**src/rtl/seg_rr_pick.sv**
```systemverilog
// Combinational 3-way round-robin picker: searches last+1, last+2, last (mod 3)
// and returns the one-hot winner plus a valid flag.
module seg_rr_pick (
  input  logic [2:0] req,
  input  logic [1:0] last,
  output logic [2:0] win,
  output logic       valid
);

  always_comb begin
    // NOTE: every output gets a default first so no path through the case can infer a latch.
    win   = 3'b000;
    valid = |req;
    case (last)
      2'd0: begin
        if      (req[1]) win = 3'b010;
        else if (req[2]) win = 3'b100;
        else if (req[0]) win = 3'b001;
      end
      2'd1: begin
        if      (req[2]) win = 3'b100;
        else if (req[0]) win = 3'b001;
        else if (req[1]) win = 3'b010;
      end
      default: begin
        if      (req[0]) win = 3'b001;
        else if (req[1]) win = 3'b010;
        else if (req[2]) win = 3'b100;
      end
    endcase
  end

endmodule

```
**src/rtl/seg_disp_sched.sv**
```systemverilog
// Time-shares one seven-segment display between three sources: each grant is
// held for at least HOLD_MAX+1 cycles, separated by a blank gap of BLANK_MAX+1 cycles.
module seg_disp_sched #(
  parameter logic [25:0] HOLD_MAX  = 26'd49_999_999,
  parameter logic [19:0] BLANK_MAX = 20'd999_999
) (
  input  logic        sys_clk,
  input  logic        sys_rst_n,
  input  logic [2:0]  req,
  input  logic [19:0] data0,
  input  logic [19:0] data1,
  input  logic [19:0] data2,
  input  logic [5:0]  point0,
  input  logic [5:0]  point1,
  input  logic [5:0]  point2,
  input  logic        sign0,
  input  logic        sign1,
  input  logic        sign2,
  output logic [19:0] data,
  output logic [5:0]  point,
  output logic        sign,
  output logic        seg_en,
  output logic [2:0]  grant
);

  typedef enum logic [1:0] {
    IDLE  = 2'd0,
    SHOW  = 2'd1,
    BLANK = 2'd2
  } state_t;

  localparam logic [1:0] IDX0       = 2'd0;
  localparam logic [1:0] IDX1       = 2'd1;
  localparam logic [1:0] IDX2       = 2'd2;
  localparam logic [1:0] LAST_RESET = IDX2;

  state_t      state;
  logic [25:0] hold_cnt;
  logic [19:0] blank_cnt;
  logic [1:0]  last;

  logic [2:0]  win;
  logic        valid;
  logic [1:0]  win_idx;
  logic [1:0]  sel_idx;
  logic [19:0] sel_data;
  logic [5:0]  sel_point;
  logic        sel_sign;
  logic        own_req;
  logic        other_req;

  seg_rr_pick u_pick (
    .req   (req),
    .last  (last),
    .win   (win),
    .valid (valid)
  );

  always_comb begin
    win_idx = IDX0;
    if      (win[1]) win_idx = IDX1;
    else if (win[2]) win_idx = IDX2;
  end

  // While showing, 'last' is the current owner; otherwise the fresh winner is loaded.
  always_comb begin
    sel_idx = (state == SHOW) ? last : win_idx;
    case (sel_idx)
      IDX0:    begin sel_data = data0; sel_point = point0; sel_sign = sign0; end
      IDX1:    begin sel_data = data1; sel_point = point1; sel_sign = sign1; end
      default: begin sel_data = data2; sel_point = point2; sel_sign = sign2; end
    endcase
  end

  assign own_req   = |(req & grant);
  assign other_req = |(req & ~grant);

  // NOTE: all state and registered outputs use non-blocking assignments so every
  // update in this block sees the pre-edge values, matching flop behaviour.
  always_ff @(posedge sys_clk or negedge sys_rst_n) begin
    if (!sys_rst_n) begin
      state     <= IDLE;
      hold_cnt  <= '0;
      blank_cnt <= '0;
      last      <= LAST_RESET;
      grant     <= 3'b000;
      seg_en    <= 1'b0;
      data      <= '0;
      point     <= '0;
      sign      <= 1'b0;
    end else begin
      case (state)
        IDLE: begin
          if (valid) begin
            state    <= SHOW;
            hold_cnt <= '0;
            last     <= win_idx;
            grant    <= win;
            seg_en   <= 1'b1;
            data     <= sel_data;
            point    <= sel_point;
            sign     <= sel_sign;
          end
        end

        SHOW: begin
          if (!own_req || (hold_cnt == HOLD_MAX && other_req)) begin
            state     <= other_req ? BLANK : IDLE;
            blank_cnt <= '0;
            hold_cnt  <= '0;
            grant     <= 3'b000;
            seg_en    <= 1'b0;
            data      <= '0;
            point     <= '0;
            sign      <= 1'b0;
          end else begin
            if (hold_cnt != HOLD_MAX) hold_cnt <= hold_cnt + 26'd1;
            data  <= sel_data;
            point <= sel_point;
            sign  <= sel_sign;
          end
        end

        BLANK: begin
          // Requests are only looked at on the final blank cycle.
          if (blank_cnt == BLANK_MAX) begin
            blank_cnt <= '0;
            if (valid) begin
              state    <= SHOW;
              hold_cnt <= '0;
              last     <= win_idx;
              grant    <= win;
              seg_en   <= 1'b1;
              data     <= sel_data;
              point    <= sel_point;
              sign     <= sel_sign;
            end else begin
              state <= IDLE;
            end
          end else begin
            blank_cnt <= blank_cnt + 20'd1;
          end
        end

        default: begin
          state     <= IDLE;
          hold_cnt  <= '0;
          blank_cnt <= '0;
          grant     <= 3'b000;
          seg_en    <= 1'b0;
          data      <= '0;
          point     <= '0;
          sign      <= 1'b0;
        end
      endcase
    end
  end

endmodule

```
**config.mk**
```make
export PLATFORM = sky130hd
export DESIGN_NAME = seg_disp_sched
export DESIGN_NICKNAME = d
export VERILOG_FILES = /design/src/rtl/seg_rr_pick.sv /design/src/rtl/seg_disp_sched.sv
export SDC_FILE = /design/constraint.sdc
export NUM_CORES = 1
export LEC_CHECK = 0
export ABC_CLOCK_PERIOD_IN_PS = 2350
export BUFFER_PORTS_ARGS = -buffer_cell sky130_fd_sc_hd__buf_4
export CORE_ASPECT_RATIO = 2
export CORE_MARGIN = 2
export CORE_UTILIZATION = 50
export CTS_BUF_LIST = sky130_fd_sc_hd__clkbuf_4
export DETAILED_ROUTE_END_ITERATION = 12
export PLACE_DENSITY = 0.83
export SYNTH_ARGS = -nofsm -noshare
export SYNTH_HDL_FRONTEND = slang
export SYNTH_SLANG_ARGS = --single-unit
```
**constraint.sdc**
```tcl
create_clock -name sys_clk -period 2.35 [get_ports sys_clk]
set_input_delay 0.1175 -clock sys_clk [delete_from_list [all_inputs] [get_ports sys_clk]]
set_output_delay 0.1175 -clock sys_clk [all_outputs]
set_load 0.05 [all_outputs]
```
==> metrics.md <==
| Metric | Value |
|---|---|
| Vias | `just under 5000` |
| Synth unique cells | `49` |
| Peak supply drop | `around 0.7 mV` |
| Overall Power | `just under 7 mW` |
| Detail Route Antenna Nets | `0` |
| Post-Synth XOR/XNOR Area | `roughly 5.8%` |
| CP arrival | `about 2900 ps` |
| Syn_area_per_cell | `around 9.5 um2` |
| First-pass GRT wire length | `about 25000 um` |
| Setup-failing EPs final | `21` |
| RSZ-0062 raised after global routing | `yes` |
| Failing checks | `setup timing` |
| Die W | `~70 um` |
| Final Slew Violations | `0` |
| Vias in the first global route | `between 5000 and 6000` |
| Setup ws final | `-170.7 ps` |
| FF+latch count, synth | `around 80` |
| EDFF count, synth | `0` |
| Worst relative slew slack | `about two thirds` |
| Worst setup path class | `flop to flop` |
| Root Buffer | `clkbuf_4` |
| CTS tree | `done` |
| YS warnings | `0` |
| # clock sinks | `81` |
| I/O Pins | `approximately 120` |
| Initial antenna violation count | `1` |
| Synth Instances | `~480` |
| Crit-path max FO | `7` |
| Post-synthesis compound-gate area fraction | `9.196%` |
| Share of cells above drive strength 1 | `40.03%` |
| Post-synthesis mux area share | `a little over an eighth` |
| Largest family of logic cells by synthesized area | `simple AND/OR/NAND/NOR gates` |
| Hold WC Path Type | `input port to flop` |
| IO buf count | `~120` |
| Cell row count | `49` |
| Adder-cell share of the synthesized area | `less than 1%` |
| DR DRC count | `0` |
| Sequential-to-total area share from yosys stat | `44.50%` |
| Core Box Area | `about 9000 um2` |
| Nets | `roughly 770` |
| Largest net degree at the start of global routing | `48` |
| WHS | `between 7 and 8 ps` |
| H-tree depth | `3` |
| Ys async rst share | `100.0%` |
| Crit. End Element | `flop` |
| GRT overflow | `0` |
| Clock latency on the worst-skew pair | `~450 ps` |
| Tightest Pin Transition | `between 500 and 600 ps` |
| Initial drt markers | `roughly 370` |
| Full die area | `9942 um2` |
| Clock buffer depth | `2` |
| Post-Syn Area | `approximately 4600 um2` |
| DR WL/cell | `between 20 and 25 um` |
| Run status | `complete, but fails checks` |
| Reg clk slew, reported paths | `around 130 ps` |
| Hold Violations, Final | `0` |
| Fmax | `around 0.40 GHz` |
| All-Layer GR Usage | `a little under a third` |
| Final period util | `107.3%` |
| Drt first pass iters | `5` |
| Clock skew | `around 15 ps` |
| Area growth, synth to finish | `49.60%` |
| Min cycle time layout | `~2500 ps` |
| Max cap viols | `0` |
| GP Congestion | `between 0.9 and 1` |
| Top_reg_cell synth | `dfrtp_1` |
| Via/cell ratio | `about 6.2` |
| Setup crit start kind | `flop` |
| Worst path required time | `roughly 2700 ps` |
| Final HPWL DP | `a little over 10000 um` |
| TritonCTS Buffers | `9` |
| Routed wire length | `between 15000 and 20000 um` |
| P per Cell Area | `1000 nW/um2` |
| Initial core utilization | `between 50% and 60%` |
| Simple-Gate Fraction of Synth Area | `23.94%` |
| Static leakage | `between 3 and 4 nW` |
| Die Ht | `roughly 140 um` |
| Syn Nets | `570` |
## per-stage QoR
step / instance area, um2 / TNS (ps) / worst slack (ps) / cells / utilization, %
final: 6819 / -1525 / -170.7 / 790 / 76.18
after global routing: 6819 / -8037 / -350.5 / 790 / 76.18
after floorplan: 4572 / -22.63 / -22.63 / 482 / -
after detailed placement: 6005 / -228.1 / -63.44 / 738 / 67.08
after CTS: 6561 / -140.7 / -38.42 / 782 / 73.30
after global placement: 6005 / -10.04 / -10.04 / 738 / 67.08
## cells in the final DEF (no fill, tap or decap), types with 6 or more instances in the layout
cell,netlist,routed
nand4_1,11,11
mux2_2,27,27
clkbuf_4,0,9
a21oi_1,15,11
xnor2_1,29,29
nor3_2,0,7
inv_1,7,7
nor2b_1,8,8
buf_4,0,173
dlygate4sd3_1,0,27
nor3_1,20,11
o21ai_0,38,37
nor4_1,15,7
nor2_1,48,45
nand3_1,21,20
and3_1,6,6
mux2i_1,30,30
buf_12,0,6
nand2_1,52,52
dfrtp_1,80,78
## state kept, by name, summed over array words and instances, names as in the netlist
name       cells
hold_cnt      26
blank_cnt     20
data          20
point          6
grant          3
last           2
state          2
seg_en         1
sign           1
## final cells by class
cell class | instances | area [um2]
multi-input cells | 372 | 2659
flip-flops and latches | 81 | 2031
well taps | 102 | 127.6
diodes | 1 | 2.502
inverters | 7 | 26.28
repair buffers | 212 | 1750
fillers | 513 | 2132
clock buffers | 9 | 67.56
clock inverters | 6 | 155.1
## where the power goes
part	internal (mW)	total [mW]	switching (mW)
Sequential	1.68	1.90	0.223
Clock	0.745	1.24	0.497
Combinational	1.39	3.68	2.29
Total	3.81	6.82	3.01
## what timing repair did
item,in CTS,in global routing
endpoints found under the setup margin,7,67
hold buffers,27,0
hold endpoints to repair,61,0
pin swaps,9,10
resized for setup,9,40
gates cloned,0,1
setup buffers,2,7
## worst paths after layout
path	start	endpoint	slack (ps)	cells past startpoint
min in group asynchronous	sys_rst_n	hold_cnt[23]$_DFFE_PN0P_	150	2
hold / removal	data2[9]	data[9]$_DFFE_PN0P_	8	3
hold reg to reg	data[3]$_DFFE_PN0P_	data[3]$_DFFE_PN0P_	500	2
setup / recovery	hold_cnt[7]$_DFFE_PN0P_	hold_cnt[19]$_DFFE_PN0P_	-170	8
max in group asynchronous	sys_rst_n	last[1]$_DFFE_PN1P_	1520	3
setup reg to reg	hold_cnt[7]$_DFFE_PN0P_	hold_cnt[19]$_DFFE_PN0P_	-170	8
## synth_stat cells, types with 6 or more instances
library cell	count	share of area, %
xnor2_1	29	5.6
nor4_1	15	2.1
o21ai_0	38	4.2
inv_1	7	0.58
nor2b_1	8	1.1
nand3_1	21	2.3
a21oi_1	15	1.6
mux2_2	27	6.7
nor3_1	20	2.2
and3_1	6	0.82
mux2i_1	30	6.6
nand4_1	11	1.5
clkbuf_1	15	1.2
dfrtp_1	80	44
nand2_1	52	4.3
nor2_1	48	4.0
## worst max-delay path, stage by stage, from the launching register on
cell and delay (ps):
dfrtp_1 490, nor4b_1 420, nand4_1 270, nor4_4 540
buf_6 210, or2_4 140, buf_4 140, o31ai_1 90
a21oi_1 150
## routing by layer
layer | vias up | part of all wire, % | global-route usage [%]
met5 | - | 0 | 0
met4 | 0 | 6.6 | 20.66
met3 | 95 | 5.6 | 5.305
met2 | 271 | 55 | 57.94
met1 | 2371 | 33 | 32.12
li1 | 2132 | - | -
## kinds of logic (layout without fill, tap and decap cells)
logic type                 Yosys count  after routing
muxes                               57             57
AOI/OAI and AO/OA                   72             72
other                                0              1
xor gates and xnor gates            30             30
adders and majority gates            2              2
buffers and inverters               29            234
DFF                                 81             81
and+or+nand+nor                    211            211
No activity file was read; power rests on OpenSTA's default activity.
